==> src/rtl/sine_dac_sequencer.sv <==
// sine_dac_sequencer
//   Sine-sample path sequencer. Each accepted sample tick does four things:
//   it advances a phase accumulator, waits for the sine ROM read to settle,
//   builds the frame {CMD, sample, 4'b0000}, and shifts the frame out
//   MSB-first to a serial DAC. The serial link uses a chip-select and a
//   divided serial clock.
//
// Ports
//   clk, rst_n   system clock; asynchronous active-low reset
//   tick         one-cycle sample request
//   enable       gates acceptance of new ticks (a running frame completes)
//   phase_step   phase increment, sampled when a tick is accepted
//   rom_addr     ROM read address (latched phase)
//   rom_data     ROM read data, valid ROM_LATENCY cycles after rom_addr
//   sclk         serial clock, idles low; the DAC samples SO on rising edges
//   cs_n         DAC chip-select, active low
//   SO           serial data out
//   busy         high from tick acceptance until the frame ends
//   overrun      sticky: a tick arrived while busy
//   clr_overrun  synchronous clear of overrun (a set in the same cycle wins)
module sine_dac_sequencer #(
  parameter int unsigned ADDR_WIDTH  = 8,
  parameter int unsigned DATA_WIDTH  = 8,
  parameter int unsigned ROM_LATENCY = 1,
  parameter int unsigned SCLK_DIV    = 2,
  parameter logic [3:0]  CMD         = 4'b0011
) (
  input  logic                  clk,
  input  logic                  rst_n,
  input  logic                  tick,
  input  logic                  enable,
  input  logic [ADDR_WIDTH-1:0] phase_step,
  output logic [ADDR_WIDTH-1:0] rom_addr,
  input  logic [DATA_WIDTH-1:0] rom_data,
  output logic                  sclk,
  output logic                  cs_n,
  output logic                  SO,
  output logic                  busy,
  output logic                  overrun,
  input  logic                  clr_overrun
);

  localparam int unsigned FRAME_W = 16;
  localparam int unsigned BIT_W   = 4;
  localparam int unsigned LAT_W   = 3;
  localparam int unsigned DIV_W   = (SCLK_DIV > 1) ? $clog2(SCLK_DIV) : 1;

  localparam logic [LAT_W-1:0] LAT_LAST = LAT_W'(ROM_LATENCY - 1);
  localparam logic [DIV_W-1:0] DIV_LAST = DIV_W'(SCLK_DIV - 1);
  localparam logic [BIT_W-1:0] BIT_LAST = BIT_W'(FRAME_W - 1);

  typedef enum logic [2:0] {
    ST_IDLE,
    ST_FETCH,
    ST_LOAD,
    ST_SHIFT,
    ST_END
  } state_t;

  state_t                state_q,  state_d;
  logic [ADDR_WIDTH-1:0] phase_q,  phase_d;
  logic [ADDR_WIDTH-1:0] addr_q,   addr_d;
  logic [FRAME_W-1:0]    shreg_q,  shreg_d;
  logic [BIT_W-1:0]      bit_q,    bit_d;
  logic [DIV_W-1:0]      div_q,    div_d;
  logic [LAT_W-1:0]      lat_q,    lat_d;
  logic                  sclk_q,   sclk_d;
  logic                  cs_n_q,   cs_n_d;
  logic                  so_q,     so_d;
  logic                  busy_q,   busy_d;
  logic                  ovr_q,    ovr_d;

  logic [FRAME_W-1:0]    frame_c;

  // DAC command frame built from the current ROM sample
  assign frame_c = {CMD, rom_data, 4'b0000};

  // State and registered outputs
  always_ff @(posedge clk or negedge rst_n) begin
    if (!rst_n) begin
      state_q <= ST_IDLE;
      phase_q <= '0;
      addr_q  <= '0;
      shreg_q <= '0;
      bit_q   <= '0;
      div_q   <= '0;
      lat_q   <= '0;
      sclk_q  <= 1'b0;
      cs_n_q  <= 1'b1;
      so_q    <= 1'b0;
      busy_q  <= 1'b0;
      ovr_q   <= 1'b0;
    end else begin
      state_q <= state_d;
      phase_q <= phase_d;
      addr_q  <= addr_d;
      shreg_q <= shreg_d;
      bit_q   <= bit_d;
      div_q   <= div_d;
      lat_q   <= lat_d;
      sclk_q  <= sclk_d;
      cs_n_q  <= cs_n_d;
      so_q    <= so_d;
      busy_q  <= busy_d;
      ovr_q   <= ovr_d;
    end
  end

  // Next-state and next-output logic
  always_comb begin
    state_d = state_q;
    phase_d = phase_q;
    addr_d  = addr_q;
    shreg_d = shreg_q;
    bit_d   = bit_q;
    div_d   = div_q;
    lat_d   = lat_q;
    sclk_d  = sclk_q;
    cs_n_d  = cs_n_q;
    so_d    = so_q;
    busy_d  = busy_q;
    ovr_d   = ovr_q;

    // Any tick seen while busy (END included) is dropped and flagged
    if (tick && busy_q) begin
      ovr_d = 1'b1;
    end else if (clr_overrun) begin
      ovr_d = 1'b0;
    end

    case (state_q)
      ST_IDLE: begin
        // rom_addr keeps the pre-increment phase until the frame ends
        if (tick && enable) begin
          state_d = ST_FETCH;
          busy_d  = 1'b1;
          phase_d = phase_q + phase_step;
          lat_d   = '0;
        end
      end

      ST_FETCH: begin
        if (lat_q == LAT_LAST) begin
          state_d = ST_LOAD;
        end else begin
          lat_d = lat_q + LAT_W'(1);
        end
      end

      ST_LOAD: begin
        shreg_d = frame_c;
        so_d    = frame_c[FRAME_W-1];
        cs_n_d  = 1'b0;
        sclk_d  = 1'b0;
        bit_d   = '0;
        div_d   = '0;
        state_d = ST_SHIFT;
      end

      ST_SHIFT: begin
        // Each sclk phase lasts SCLK_DIV clk cycles; low phase first
        if (div_q == DIV_LAST) begin
          div_d  = '0;
          sclk_d = ~sclk_q;
          if (sclk_q) begin
            // Falling edge: present the next bit, or finish after bit 15
            if (bit_q == BIT_LAST) begin
              bit_d   = '0;
              so_d    = 1'b0;
              state_d = ST_END;
            end else begin
              bit_d   = bit_q + BIT_W'(1);
              so_d    = shreg_q[FRAME_W-2];
              shreg_d = {shreg_q[FRAME_W-2:0], 1'b0};
            end
          end
        end else begin
          div_d = div_q + DIV_W'(1);
        end
      end

      ST_END: begin
        cs_n_d  = 1'b1;
        busy_d  = 1'b0;
        addr_d  = phase_q;
        state_d = ST_IDLE;
      end

      default: begin
        state_d = ST_IDLE;
      end
    endcase
  end

  assign rom_addr = addr_q;
  assign sclk     = sclk_q;
  assign cs_n     = cs_n_q;
  assign SO       = so_q;
  assign busy     = busy_q;
  assign overrun  = ovr_q;

endmodule

==> config.mk <==
export PLATFORM = sky130hd
export DESIGN_NAME = sine_dac_sequencer
export DESIGN_NICKNAME = d
export VERILOG_FILES = /design/src/rtl/sine_dac_sequencer.sv
export SDC_FILE = /design/constraint.sdc
export NUM_CORES = 1
export LEC_CHECK = 0
export CORE_MARGIN = 1
export CORE_UTILIZATION = 54
export CTS_CLUSTER_SIZE = 25
export DETAILED_ROUTE_END_ITERATION = 16
export PLACE_DENSITY = 0.82
export SETUP_SLACK_MARGIN = 0.05
export SLEW_MARGIN = 30
export SYNTH_ARGS = -nofsm -noshare
export SYNTH_HDL_FRONTEND = slang
export SYNTH_SLANG_ARGS = --single-unit
==> constraint.sdc <==
create_clock -name clk -period 2.3 [get_ports clk]
set_input_delay 0.23 -clock clk [delete_from_list [all_inputs] [get_ports clk]]
set_output_delay 0.23 -clock clk [all_outputs]
set_load 0.01 [all_outputs]
### Yosys cells after proc, flatten, opt, wreduce, memory -nomap -nowiden

Index checks and enable logic that the tools add are counted.

| operators by class | value |
|---|---|
| add/sub/neg operators | 4 |
| equality and inequality tests | 12 |
| mux-type cells | 30 |
| bitwise logic cells | 1 |
| reductions and logical operators | 16 |

Operator list:

| operator | count |
|---|---|
| 2-to-1 mux 15 bit | 3 |
| case mux 15 bit (2 select lines) | 1 |
| 2-to-1 mux 3 bit | 7 |
| inequality test 2 bit, second input constant | 7 |
| 2-to-1 mux 4 bit | 3 |
| case mux 3 bit (4 select lines) | 1 |
| case mux 1 bit (2 select lines) | 5 |
| nonzero test 2 bit | 5 |
| adder 8 bit | 1 |
| 2-to-1 mux 1 bit | 8 |
| case mux 4 bit (2 select lines) | 1 |
| == test 3 x 2 -> 1 bit, second input constant | 2 |
| logical NOT 3 bit | 2 |
| case mux 3 bit (2 select lines) | 1 |
| AND reduction 2 bit | 3 |
| AND reduction 3 bit | 2 |
| AND reduction 5 bit | 1 |
| adder 4 x 1 -> 4 bit, second input constant | 1 |
| == test 4 bit, second input constant | 1 |
| AND reduction 4 bit | 1 |
| adder 3 x 1 -> 3 bit, second input constant | 1 |
| == test 3 x 1 -> 1 bit, second input constant | 1 |
| == test 3 bit, second input constant | 1 |
| logical AND 1 bit | 2 |
| 2 further kinds | 2 |

| word-level totals | value |
|---|---|
| register bits | 47 |
| input bits | 21 |
| output and inout port bits | 13 |
| word-level logic and storage cells | 75 |

### Longest topological paths before layout

| depth | value |
|---|---|
| depth in word-level cells | 5 |
| depth in mapped cells | 8 |
| depth with buffers taken out | 8 |

### Worst setup path before layout

Ideal clock, no wire load.

| timing | value |
|---|---|
| path kind | reg2reg |
| start point | register phase_q[0] |
| end point | register phase_q[6] |
| library setup time | 69 ps |
| arrival | 1655 ps |
| slack | 576 ps |
| cell stages (with the launch flop) | 9 |
| buffers on the path | 0 |
| path through | dfrtp_1 > ha_1 > inv_1 > fa_1 > nor2b_1 > o21ai_1 > a21boi_0 > or4_1 > nand3_1 |

| between the ends | value |
|---|---|
| cells in the longest elaborated chain, start to end | 1 |

Ends and longest elaborated chain:

| what | line | text |
|---|---|---|
| start, declared | 61 | `logic [ADDR_WIDTH-1:0] phase_q, phase_d;` |
| start signal, assigned | 95 | `phase_q <= phase_d;` |
| adder 8 bit | 137 | `phase_d = phase_q + phase_step;` |

Every way passes these cells.
A chain may end at the register's enable or synchronous reset.

### Worst setup path after layout

| timing | value |
|---|---|
| start point | input phase_step[0] |
| end point | register phase_q[6] |

| between the ends | value |
|---|---|
| cells in the longest elaborated chain, start to end | 1 |

Ends and longest elaborated chain:

| what | line | text |
|---|---|---|
| start, declared | 32 | `input logic [ADDR_WIDTH-1:0] phase_step,` |
| adder 8 bit | 137 |  |

Every way passes these cells.

==> impl_metrics.yaml <==
outcome:
  status: "finished, final reports clean"
clocking:
  path_clk_slew_ps: 90
  clk_latency_ps: 290
  cts_sinks: 43
  cts_tree: "done"
  clockRootBuffer: "clkbuf_8"
  cts_inserted_buffers: 5
  clock_path_buffers: 2
  htree_levels: 2
power:
  power_mw: 1.45
  vdd_ir_drop_max_v: 0.000431
  p_leak_nw: 1.34
  p_per_area_nw_per_um2: 524
cells_and_area:
  fin_area_um2: 2760
  diodes: 0
  area_delta_synth_final_pct: 21.4
  final_cells: 315
  nNetsFinal: 296
  drive_gt1_frac: 0.113
place:
  dp_hpwl_um: 3070
  place_area_um2: 2630
  place_inst: 306
  portBuffers: 33
  gp_congestion: 0.825
timing:
  clock_skew_ps: 7.82
  setup_tns_ps: 0
  finalHoldViolCount: 0
  grt_setup_unrepaired: "no"
  drv_slew: 0
  setup_viol: 0
  period_needed_ps: 1910
  slew_headroom: 0.625
  period_share: 0.828
  tightest_slew_ps: 562
  max_freq_mhz: 525
setup_path:
  start_kind: "input pin"
  r2r-start: "phase_q[0]"
  path_delay_family: "adder cells"
  critical_path.max_stage_delay_ps: 470
  cp_num_buf_inv: 2
  arrival_ps: 2080
  critical_path_class: "input pin to flop"
  r2r_end: "phase_q[6]"
  path_cells: "clkdlybuf4s50_1, ha_1, inv_1, fa_1, nor2b_1, o21ai_1, a21boi_0, or4_1, nand3_1"
  slowest_stage: "clkdlybuf4s50_1"
  crit_fanout: 3
  rr_worst_depth: 8
  cp_data_required_time_ps: 2470
  endpoint_kind: "flop"
  ff2ff_setup_slack_ps: 430
grt:
  grt_max_degree: 24
  grt_pass1_vias: 1700
  grt_use_met1: 0.277
  grtUsageTotal: 0.220
  grt_busiest_layer: "met2"
  grt-ovfl-total: 0
  antenna_found_initial: 0
  met3_usage: 0.0514
  grt_pass1_wl_um: 7310
  grt.met2_usage: 0.352
routing:
  routedWlPerCell_um: 13.4
  drt-vias-per-instance: 5.49
  drc_errors: 0
  final_antenna_net_count: 0
  drt-initial-drc-count: 107
  routed_wirelength_um: 4230
  vias: 1730
  first_pass_iters: 4
synthesis:
  synth_top_family_by_area: "simple AND/OR/NAND/NOR gates"
  synth_area_um2: 2270
  yosys.cell_count.top_type: "dfrtp_1"
  synth_largest_area_cell: "dfrtp_1"
  ys_warn_count: 0
  synthCells: 227
  synth_common_cells: "dfrtp_1, nand2_1, o21ai_0"
  synth_ff_type: "dfrtp_1"
  synth.area.mux_share: 0.0754
  synth_nets: 259
  yosys.area_share.xor_xnor: 0.0154
  yosysUniqueCellTypes: 45
  synth-seq-area-share: 0.474
  synthAdderAreaFrac: 0.0638
  ys_top_cells_by_area: "dfrtp_1, ha_1, nand2_1"
  synth_compound_area_frac: 0.143
  yosys.area_share.simple: 0.179
  synth_top_area_frac: 0.462
  synth_seq_cells: 43
  syn_avg_cell_area_um2: 10.0
  async_reset_ff_frac: 1.00
  synth_edf_count: 0
flow_run:
  maxCapViolations: 0
floorplanning:
  design.core.area_um2: 4030
  io_pins: 34
  rows: 23
  dieArea_um2: 4470
  die_h_um: 66.9
  start_util: 0.564
  die_w_um: 66.9
min_path:
  hold_class: "input pin to asynchronous set/reset pin"
## worst max-delay path by stage
stage,from,to,cells after the start
6_report,phase_step[0],phase_q[6],9
5_1_grt,phase_step[0],phase_q[6],9
4_1_cts,phase_step[0],phase_q[6],9
3_5_place_dp,phase_step[0],phase_q[6],9
3_3_place_gp,phase_step[0],phase_q[6],9
2_1_floorplan,phase_q[0],phase_q[6],8
## placed cells by master (no fill, tap or decap), drive strengths merged, types with 2 or more instances in the layout
master / count
mux2: 9
a21oi: 9
nor3: 9
o21ai: 31
nand3b: 2
a22o: 2
clkbuf: 6
nor2: 11
xor2: 4
nor4b: 2
nand2: 29
and2: 3
nor3b: 4
mux2i: 7
clkdlybuf4s50: 32
a22oi: 2
nand3: 9
ha: 10
a21o: 2
buf: 5
inv: 14
o31ai: 2
dfrtp: 42
nand2b: 2
## metal layers
metal	wire length (um)	vias to the layer above
li1	-	872
met2	2060	31
met4	74	0
met1	1980	819
met5	0	-
met3	115	8
## registers in the layout, indices dropped and copies added (netlist names), 3 cells and up
signal and cells:
bit_q 4, lat_q 3, phase_q 8, rom_addr 8, shreg_q 11, state_q 3
## final cells by class
type,instances,area (um^2)
multi-input cells,162,1080
clock buffers,6,82.6
repair buffers,38,365
clock inverters,2,35.0
well taps,50,62.6
flip-flops and latches,43,1080
fillers,329,1270
inverters,14,52.6
## per-stage QoR
stage	utilization	hold WS (ps)	setup slack, ps
after floorplan	-	-65.6	576
after global placement	0.653	220	163
after detailed placement	0.653	216	93.6
after global routing	0.685	456	170
final	0.685	423	395
after CTS	0.685	435	395
## report_power, final
group          internal (mW)  total [mW]  switching, mW
combinational         0.0407      0.0734         0.0327
sequential             0.756       0.757       0.000712
clock                  0.352       0.615          0.264
total                   1.15        1.45          0.297
## cell families after synthesis
group                      count (synthesis)
muxes                                     16
xor gates and xnor gates                   4
DFF                                       43
buffers and inverters                     22
adders and majority gates                 11
and+or+nand+nor                           76
AOI/OAI and AO/OA                         55
## timing repair
action | 4_1_cts | 5_1_grt
resized for setup | 0 | 0
hold buffers | 1 | 0
endpoints found under the hold margin | 19 | 0
setup buffers | 0 | 0
endpoints found under the setup margin | 0 | 0
No activity file was read; power rests on OpenSTA's default activity.
